$ cat src/rtl/ecc_enc_stage_if.sv
// ecc_enc_stage_if: upstream word handshake and downstream codeword handshake of the
// SEC encoder stage. The stage itself uses the slave modport; the environment around it
// (producer plus consumer) uses the master modport.
interface ecc_enc_stage_if;
   logic        in_valid;
   logic        in_ready;
   logic [31:0] in_data;
   logic        out_valid;
   logic        out_ready;
   logic [31:0] out_data;
   logic [7:0]  out_check;

   modport master (
      output in_valid, in_data, out_ready,
      input  in_ready, out_valid, out_data, out_check
   );

   modport slave (
      input  in_valid, in_data, out_ready,
      output in_ready, out_valid, out_data, out_check
   );
endinterface

$ cat src/rtl/ecc_enc_stage.sv
// ecc_enc_stage: computes 8 SEC check bits for each accepted 32-bit word and queues the
// 40-bit codeword in a small circular FIFO in front of the downstream decoder.
// Optional feature macro: ECC_ERR_INJECT_EN adds inj_en/inj_bit to flip one stored bit.
module ecc_enc_stage #(
   parameter int unsigned FIFO_DEPTH = 2,  // 2, 4 or 8
   parameter int unsigned CNT_W      = 16
) (
   input  logic             CK,
   input  logic             RN,
`ifdef ECC_ERR_INJECT_EN
   input  logic             inj_en,
   input  logic [5:0]       inj_bit,
`endif
   ecc_enc_stage_if.slave   bus,
   output logic [CNT_W-1:0] word_cnt
);

   localparam int unsigned PtrW = $clog2(FIFO_DEPTH);
   localparam int unsigned OccW = PtrW + 1;

   typedef enum logic [1:0] {StEmpty, StPart, StFull} occ_state_e;

   occ_state_e       state_q, state_d;
   logic [OccW-1:0]  occ_q, occ_d;
   logic [PtrW-1:0]  wr_ptr_q, wr_ptr_d;
   logic [PtrW-1:0]  rd_ptr_q, rd_ptr_d;
   logic [CNT_W-1:0] cnt_q, cnt_d;
   logic [39:0]      mem_q [FIFO_DEPTH];

   logic             in_ready;
   logic             out_valid;
   logic             push;
   logic             pop;
   logic [7:0]       check;
   logic [39:0]      codeword;

   // Check-bit encoder: even parity over each bit's 12-bit data set, plus optional injection
   always_comb begin
      check[0] = ^(bus.in_data & 32'h00FF_1111);
      check[1] = ^(bus.in_data & 32'hFF00_2222);
      check[2] = ^(bus.in_data & 32'h0F0F_4444);
      check[3] = ^(bus.in_data & 32'hF0F0_8888);
      check[4] = ^(bus.in_data & 32'h1111_00FF);
      check[5] = ^(bus.in_data & 32'h2222_FF00);
      check[6] = ^(bus.in_data & 32'h4444_0F0F);
      check[7] = ^(bus.in_data & 32'h8888_F0F0);
      codeword = {check, bus.in_data};
`ifdef ECC_ERR_INJECT_EN
      // Indices 40..63 fall outside the codeword and leave it untouched
      if (inj_en && (inj_bit < 6'd40)) begin
         codeword = codeword ^ (40'd1 << inj_bit);
      end
`endif
   end

   assign push = bus.in_valid & in_ready;
   assign pop  = bus.out_ready & out_valid;

   // Occupancy state register
   always_ff @(posedge CK or negedge RN) begin
      if (!RN) begin
         state_q <= StEmpty;
         occ_q   <= '0;
      end else begin
         state_q <= state_d;
         occ_q   <= occ_d;
      end
   end

   // Occupancy next state; push+pop together leaves the count unchanged
   always_comb begin
      occ_d = occ_q;
      unique case ({push, pop})
         2'b10:   occ_d = occ_q + 1'b1;
         2'b01:   occ_d = occ_q - 1'b1;
         default: occ_d = occ_q;
      endcase
      if (occ_d == '0) begin
         state_d = StEmpty;
      end else if (occ_d == OccW'(FIFO_DEPTH)) begin
         state_d = StFull;
      end else begin
         state_d = StPart;
      end
   end

   // Handshake outputs decoded from registered occupancy only
   always_comb begin
      in_ready  = 1'b1;
      out_valid = 1'b0;
      unique case (state_q)
         StEmpty: begin
            in_ready  = 1'b1;
            out_valid = 1'b0;
         end
         StPart: begin
            in_ready  = 1'b1;
            out_valid = 1'b1;
         end
         StFull: begin
            in_ready  = 1'b0;
            out_valid = 1'b1;
         end
         default: begin
            in_ready  = 1'b1;
            out_valid = 1'b0;
         end
      endcase
   end

   // Pointer and counter next state; power-of-two depth makes pointer overflow the wrap
   always_comb begin
      wr_ptr_d = push ? wr_ptr_q + 1'b1 : wr_ptr_q;
      rd_ptr_d = pop ? rd_ptr_q + 1'b1 : rd_ptr_q;
      cnt_d    = push ? cnt_q + 1'b1 : cnt_q;
   end

   // Pointer and word counter registers
   always_ff @(posedge CK or negedge RN) begin
      if (!RN) begin
         wr_ptr_q <= '0;
         rd_ptr_q <= '0;
         cnt_q    <= '0;
      end else begin
         wr_ptr_q <= wr_ptr_d;
         rd_ptr_q <= rd_ptr_d;
         cnt_q    <= cnt_d;
      end
   end

   // Codeword storage; cleared on reset so the idle head reads as zero
   always_ff @(posedge CK or negedge RN) begin
      if (!RN) begin
         for (int unsigned i = 0; i < FIFO_DEPTH; i++) begin
            mem_q[i] <= '0;
         end
      end else if (push) begin
         mem_q[wr_ptr_q] <= codeword;
      end
   end

   assign bus.in_ready  = in_ready;
   assign bus.out_valid = out_valid;
   assign bus.out_data  = mem_q[rd_ptr_q][31:0];
   assign bus.out_check = mem_q[rd_ptr_q][39:32];
   assign word_cnt      = cnt_q;

endmodule

$ cat src/flat_wrapper.sv
// flat-port wrapper written by rule: the top's interface ports become plain ports
module ecc_enc_stage_flat 
#(
   parameter int unsigned FIFO_DEPTH = 2,              
   parameter int unsigned CNT_W      = 16
)
  (CK, RN, word_cnt, bus_in_valid, bus_in_data, bus_out_ready, bus_in_ready, bus_out_valid, bus_out_data, bus_out_check);
  ecc_enc_stage_if bus_i ();
  input  logic CK;
  input  logic RN;
  output logic [CNT_W-1:0] word_cnt;
  input wire logic [$bits(bus_i.in_valid)-1:0] bus_in_valid;
  input wire logic [$bits(bus_i.in_data)-1:0] bus_in_data;
  input wire logic [$bits(bus_i.out_ready)-1:0] bus_out_ready;
  output wire logic [$bits(bus_i.in_ready)-1:0] bus_in_ready;
  output wire logic [$bits(bus_i.out_valid)-1:0] bus_out_valid;
  output wire logic [$bits(bus_i.out_data)-1:0] bus_out_data;
  output wire logic [$bits(bus_i.out_check)-1:0] bus_out_check;
  assign bus_i.in_valid = bus_in_valid;
  assign bus_i.in_data = bus_in_data;
  assign bus_i.out_ready = bus_out_ready;
  assign bus_in_ready = bus_i.in_ready;
  assign bus_out_valid = bus_i.out_valid;
  assign bus_out_data = bus_i.out_data;
  assign bus_out_check = bus_i.out_check;
  ecc_enc_stage #(.FIFO_DEPTH(FIFO_DEPTH), .CNT_W(CNT_W)) u_core (.CK(CK), .RN(RN), .bus(bus_i), .word_cnt(word_cnt));
endmodule
$ cat config.mk
export PLATFORM = sky130hd
export DESIGN_NAME = ecc_enc_stage_flat
export DESIGN_NICKNAME = d
export VERILOG_FILES = /design/src/rtl/ecc_enc_stage_if.sv /design/src/rtl/ecc_enc_stage.sv /design/src/flat_wrapper.sv
export SDC_FILE = /design/constraint.sdc
export NUM_CORES = 1
export LEC_CHECK = 0
export BUFFER_PORTS_ARGS = -buffer_cell sky130_fd_sc_hd__buf_2
export CAP_MARGIN = 20
export CORE_MARGIN = 5
export CORE_UTILIZATION = 27
export CTS_BUF_LIST = sky130_fd_sc_hd__clkbuf_8
export DETAILED_ROUTE_END_ITERATION = 10
export PLACE_DENSITY = 0.46
export SLEW_MARGIN = 20
export SYNTH_ARGS = -nofsm -noshare
export SYNTH_HDL_FRONTEND = slang
export SYNTH_SLANG_ARGS = --single-unit
$ cat constraint.sdc
create_clock -name CK -period 5.7 [get_ports CK]
set_clock_uncertainty 0.1 [all_clocks]
set_input_delay 1.14 -clock CK [delete_from_list [all_inputs] [get_ports CK]]
set_output_delay 1.14 -clock CK [all_outputs]
set_load 0.05 [all_outputs]
==> results, run 1 <==
- The number of setup violations in the final report is 0.
- The worst slew slack as a fraction of its limit is 33.9%.
- The worst setup path is launched from a flop.
- The number of standard cells after synthesis is 367.
- For this run, the total global-route usage over all layers was measured as 11.2%.
- The category of the critical setup timing path is reg -> out.
- The total nets after synthesis is 406.
- The primary flip-flop cell chosen by synthesis mapping is dfrtp_1.
- Counting flops and latches in the post-synthesis netlist gives 101.
- The via count of the first global-routing pass came to 3319.
- At the placement stage, the worst setup path has a slack of 2.76 ns.
- The initial core utilization is 27.5%.
- The row count is 49.
- After routing the design area is 0.00583 mm2.
- The routability-driven placement congestion ratio is 0.774.
- The total routed wire length on the met1 layer is 5450 um.
- The pin count of the biggest net entering global routing is 60.
- The latest clock arrival within the worst-skew pair is 0.36 ns.
- The worst hold path belongs to the class reg -> reg.
- Setup repair after global routing left no endpoint under its margin.
- After clock tree synthesis, the flow added hold-fix buffers numbering 0.
- The routed wire length on met2 is 5400 um.
- The clock drives 101 sinks.
- The worst register-to-register path has a depth of 7.
- The flow ran to the end, and the final reports show no timing, DRC or antenna violations.
- The routed design has 11400 um of wire.
- The final count of hold timing violations is 0.
- The detailed-route DRC error count is 0.
- Using the TritonRoute via totals, the vias-per-cell ratio works out to 4.35.
- The origin of the worst min-delay path is u_core.occ_q[1].
- The number of antenna violations at the first check in global routing came to 0.
- The final cell utilization of the core is 32.3%.
- The global-route wire length before repair is 18900 um.
- The post-detailed-route wirelength per cell is 16.4 um.
- In this run the cell area measured after placement is 0.00567 mm2.
- The top cell types in the final layout, fill and taps aside, are dfrtp_1, mux2_2, buf_2.
- The die covers 0.0212 mm2.
- The tree is rooted in a clkbuf_8.
- Yosys mapped a number of flops with a built-in enable equal to 0.
- The fraction of layout instances using a drive strength above 1 is 46.4%.
- The routed design could run at a clock period as short as 3.30 ns.
- The count of buffers added by post-CTS timing repair for setup is 0.
- The number of nets in the layout is 498.
- After clock tree synthesis, the clock-pin slew on the worst setup and hold paths is 0.09 ns.
- Compared with the post-synthesis result, the final layout area differs by 17.5%.
- The count of final max-slew check failures came to 0.
- The netlist uses 30 different library cells.
- The maximum number of buffers from clock root to sink is 2.
- The number of buffers inserted by port buffering is 93.
- Detailed placement finished with a half-perimeter wire length of 8150 um.
- Once the clock tree was built, the resizer swapped 0 gates to a different size.
- The overflow left after global routing is 0.
- The worst setup path is captured at an output port.
- The fmax is 0.303 GHz.
- The iteration count of the initial detailed-routing pass is 4.
- TritonCTS built the clock tree.
- In this run the mean area of a mapped cell was 13.5 um2.
- The total area inside the core boundary comes to 0.0180 mm2.
- In this run the worst path has a maximum fanout of 41.
- The sum of met3 wire segment lengths after detailed routing is 353 um.
- The die span in x is 146 um.
- STA puts the critical path data arrival time at 2.06 ns.
- The startpoint identified for the worst register-to-register timing path is u_core.state_q[0].
- For this run, the number of Yosys warnings is 0.
- The number of instances on the worst hold path is 1.
- The required time of the critical path is 4.46 ns.
- The number of top-level pins is 94.
- The number of H-tree levels is 3.
- Routed signal wires occupy layers up through met4.
- The path with the worst hold slack has its endpoint at u_core.occ_q[1].
- Sequential elements use 50.9% of the synthesized area.
- The post-route antenna net violation count is 0.
- The proportion of register bits with asynchronous set or reset after synthesis is 100%.
- The library cell used most frequently in the layout, excluding fill and tap cells, is dfrtp_1.
- Detailed routing inserted a total of 3010 vias.
- The pin slew with the least headroom to its limit is 0.991 ns.
- The count of routing violations after the opening detailed-route iteration is 73.
- Across the run, the number of max-cap violations was 0.
- The slack of the worst reg-to-reg path is 3.35 ns.
- The post-route setup TNS is 0 ns.
- The endpoint of the lowest-slack register-to-register path is u_core.mem_q[56].
- The number of clock buffers added by TritonCTS is 9.
- The mapped cell area is 0.00496 mm2.
- Setup slack on the critical path of the routed design comes to 2.40 ns.
- The portion of the clock cycle consumed by the worst path in the final layout is 58.0%.
- The number of antenna diodes is 0.
- In this run the vertical extent of the chip is 146 um.
## worst max path at each step
stage	from	endpoint	slack (ns)	cells after the start
2_1_floorplan	u_core.rd_ptr_q	bus_out_check[0]	3.14	3
3_3_place_gp	u_core.rd_ptr_q	bus_out_data[20]	2.77	2
3_5_place_dp	u_core.rd_ptr_q	bus_out_data[20]	2.76	2
4_1_cts	u_core.rd_ptr_q	bus_out_data[20]	2.32	2
5_1_grt	u_core.rd_ptr_q	bus_out_data[20]	2.27	2
6_report	u_core.rd_ptr_q	bus_out_data[20]	2.40	2
## sequential cells by signal, summed over array words and instances (netlist names)
name	cells
u_core.mem_q	80
u_core.occ_q	1
u_core.wr_ptr_q	1
u_core.word_cnt	16
u_core.state_q	2
u_core.rd_ptr_q	1
## cells by family after synthesis
group                    after synthesis  synth area share [%]
multiplexers                         104                  23.6
buffers and inverters                 19                  1.84
adder cells (fa/ha/maj)                3                 0.757
XOR/XNOR                              76                  16.5
AO/OA/AOI/OAI                         16                  1.61
flip-flops                           101                  50.9
AND/OR/NAND/NOR                       48                  4.69
## through the flow
stage,instances,hold slack [ns]
after floorplan,367,0.331
after global placement,677,0.344
after detailed placement,677,0.353
after CTS,692,0.369
after global routing,692,0.392
final,692,0.364
## critical path, cell delays in order, from the launching register on
cell	delay [ns]
dfrtp_2	1.03
mux2_2	0.43
buf_2	0.21
## metal layers
layer	up-vias	global-route usage, %
met4	0	4.34
met3	8	2.27
li1	1443	-
met1	1511	14.9
met5	-	0
met2	48	17.9
## area by class of cell
cell class	instances	area [um2]
fill	1865	12200
sequential	101	2530
multi-input combinational	247	2350
timing repair buffer	96	490
tap	229	287
clock buffer	10	138
clock inverter	5	21.3
inverter	4	15.0
## synth_stat cells, types with 4 or more instances
master / n / area (um2)
xnor3_1: 8 / 180
xnor2_2: 6 / 97.6
mux2_2: 96 / 1080
nand2_1: 19 / 71.3
xor2_1: 16 / 140
buf_1: 4 / 15.0
buf_2: 7 / 35.0
dfrtp_1: 101 / 2530
o21ai_1: 8 / 40.0
xnor2_1: 46 / 403
nor2_1: 11 / 41.3
a21oi_1: 8 / 40.0
mux2_1: 8 / 90.1
Power of run 1 is left out: the tool's default activity adds up to more than one toggle a clock period on the data nets, which glitch-free logic cannot reach.
==> run 2, diff against run 1 <==
==> constraint.sdc (replaced) <==
create_clock -name CK -period 3.2 [get_ports CK]
set_clock_uncertainty 0.1 [all_clocks]
set_input_delay 0.64 -clock CK [delete_from_list [all_inputs] [get_ports CK]]
set_output_delay 0.64 -clock CK [all_outputs]
set_load 0.05 [all_outputs]
==> results, run 2 (same netlist as run 1, synthesis figures left out) <==
- The run finished with clean final reports.
- The row count is 49 (unchanged).
- The multi-input gate area in the final layout is 0.00235 mm2 (unchanged).
- The die span in x is 146 um (unchanged).
- The highest net fanout along the worst path is 30 (-27%).
- The post-route antenna net violation count was 0 (unchanged).
- The total routed wirelength was 11200 um (-1.0%).
- The total global routing track utilization is 11.0% (-0.15 points).
- The via count of the routed design is 3020 (+0.33%).
- The category of the critical setup timing path is reg -> out.
- The total placed instance area is 0.00573 mm2 (+1.1%).
- The register with the most flip-flops in the final layout is u_core.mem_q.
- The final cell utilization of the core is 32.9% (+0.56 points).
- The fraction of layout instances using a drive strength above 1 was 47.2% (+0.77 points).
- The number of setup violations in the final report is 0 (unchanged).
- The beginning of the worst register-to-register path is u_core.state_q[0].
- Setup repair after global routing left no endpoint under its margin.
- The flip-flop count of the largest register after layout is 80 (unchanged).
- The core footprint was 0.0180 mm2 (unchanged).
- The overall die height is 146 um (unchanged).
- The detailed placement HPWL is 8360 um (+2.5%).
- The required time of the critical path came to 2.46 ns (-2.00 ns).
- The final-layout worst hold slack was 0.108 ns (-0.256 ns).
- The number of antenna violations at the first check in global routing was 0 (unchanged).
- The post-detailed-route wirelength per cell is 16.2 um (-1.4%).
- The global-route wire length before repair is 18500 um (-2.1%).
- The overall die area is 0.0212 mm2 (unchanged).
- The number of buffers inserted by port buffering is 93 (unchanged).
- The clock tree from TritonCTS is built.
- STA classifies the critical path endpoint as an output port.
- The overflow left after global routing was 0 (unchanged).
- The category of the worst setup path launch point is a flop.
- The count of instances resized after the clock tree is built is 0 (unchanged).
- The endpoint of the lowest-slack register-to-register path is u_core.mem_q[58].
- The top cell types in the final layout, fill and taps aside, are dfrtp_1, mux2_2, buf_2.
- The area overhead of the layout relative to synthesis is 19.5%.
- The via count of the first global-routing pass is 3392 (+2.2%).
- The largest individual stage delay along the critical path comes from the cell dfrtp_2.
- The number of nets in the layout is 501 (+0.60%).
- The initial core utilization was 27.5% (unchanged).
- The total CTS buffers is 9 (unchanged).
- The arrival time at the worst endpoint is 1.84 ns (-0.22 ns).
- The pin count of the biggest net entering global routing is 49 (-18%).
- The worst reg2reg path depth is 7 (unchanged).
- The final cell area excluding filler cells is 0.00593 mm2 (+1.7%).
- The worst slew slack as a fraction of its limit is 37.5% (+3.6 points).
- The sequential cell area in the final layout is 0.00253 mm2 (unchanged).
- On the critical path the largest part of the delay comes from flip-flops.
- The max-cap violation count is 0 (unchanged).
- The slack of the worst reg-to-reg path came to 0.80 ns (-2.55 ns).
- The number of top-level pins is 94 (unchanged).
- Walking the worst path, the cells encountered are buf_12 -> mux2_2 -> buf_2.
- The number of antenna diodes is 0 (unchanged).
- The number of H-tree levels is 3 (unchanged).
- The count of hold buffers inserted by post-cts repair is 0 (unchanged).
- The maximum number of buffers from clock root to sink came to 2 (unchanged).
- The minimum period implied by the final worst setup slack is 2.58 ns.
- The iteration count of the initial detailed-routing pass came to 4 (unchanged).
- The source of the critical timing path is u_core.rd_ptr_q.
- The count of buffers added by post-CTS timing repair for setup is 0 (unchanged).
- The number of fillers in the final layout was 1816 (-2.6%).
- The pin slew with the least headroom to its limit was 0.934 ns (-0.0567 ns).
- The latest clock arrival within the worst-skew pair is 0.37 ns (about the same).
- The most frequent standard cell in the layout excluding fill and tap cells is dfrtp_1.
- The class of the tightest hold or removal check is in -> async.
- The number of vias per cell after detailed routing is 4.35 (-0.10%).
- The worst path uses 80.5% of the clock period.
- The total buffers and inverters traversed by the critical path is 2 (+1).
- The total clock sinks is 101 (unchanged).
- The detailed-route DRC error count is 0 (unchanged).
- The delay of the slowest cell on the worst path was 0.59 ns (-0.44 ns).
- The count of final max-slew check failures is 0 (unchanged).
- The final count of hold timing violations came to 0 (unchanged).
- The clock transition at the register clock pins on the worst setup and hold paths after CTS is 0.09 ns (about the same).
- CTS placed an instance of clkbuf_8 at the clock tree root.
- The count of routing violations after the opening detailed-route iteration came to 87 (+19%).
- Based on the critical path, the design can be clocked at up to 0.388 GHz.
- The routability-driven placement congestion ratio is 0.763 (-1.4%).
- The post-route setup TNS is 0 ns (unchanged).
-- run 2: changes by cell type in the layout (fill, tap and decap cells not counted) --
cell        previous run  this run
clkinvlp_4             0         2
bufinv_16              0         1
buf_12                 0         3
clkbuf_8              10        11
inv_1                  6         4
clkinv_2               2         0
-- run 2: per-stage QoR --
step | instances | worst slack [ns]
after floorplan | 367 | 1.14
after global placement | 680 | 0.822
after detailed placement | 680 | 0.768
after CTS | 695 | 0.558
after global routing | 695 | 0.534
final | 695 | 0.624
-- run 2: routing by layer --
layer / share of wire [%] / vias up / global-route usage [%] / wire, um
li1: - / 1441 / - / -
met1: 45 / 1513 / 13.9 / 5110
met2: 47 / 50 / 17.4 / 5290
met3: 5.0 / 16 / 2.99 / 561
met4: 2.6 / 0 / 5.50 / 294
met5: 0 / - / 0 / 0
-- run 2: area by class of cell --
cell class	count	share of cell area, %
clock inverters	4	0.823
well taps	229	4.83
multi-input cells	247	39.6
repair buffers	99	9.28
flip-flops and latches	101	42.6
inverters	4	0.253
clock buffers	11	2.55
-- run 2: worst max path at each step --
stage	cells after the start	end	slack (ns)
after floorplan	3	bus_out_check[0]	1.14
after CTS	3	bus_out_check[2]	0.56
final	3	bus_out_check[2]	0.62
after detailed placement	7	u_core.mem_q[69]	0.77
after global placement	7	u_core.mem_q[71]	0.82
after global routing	3	bus_out_check[2]	0.53
Power of run 2 is left out for the same reason.
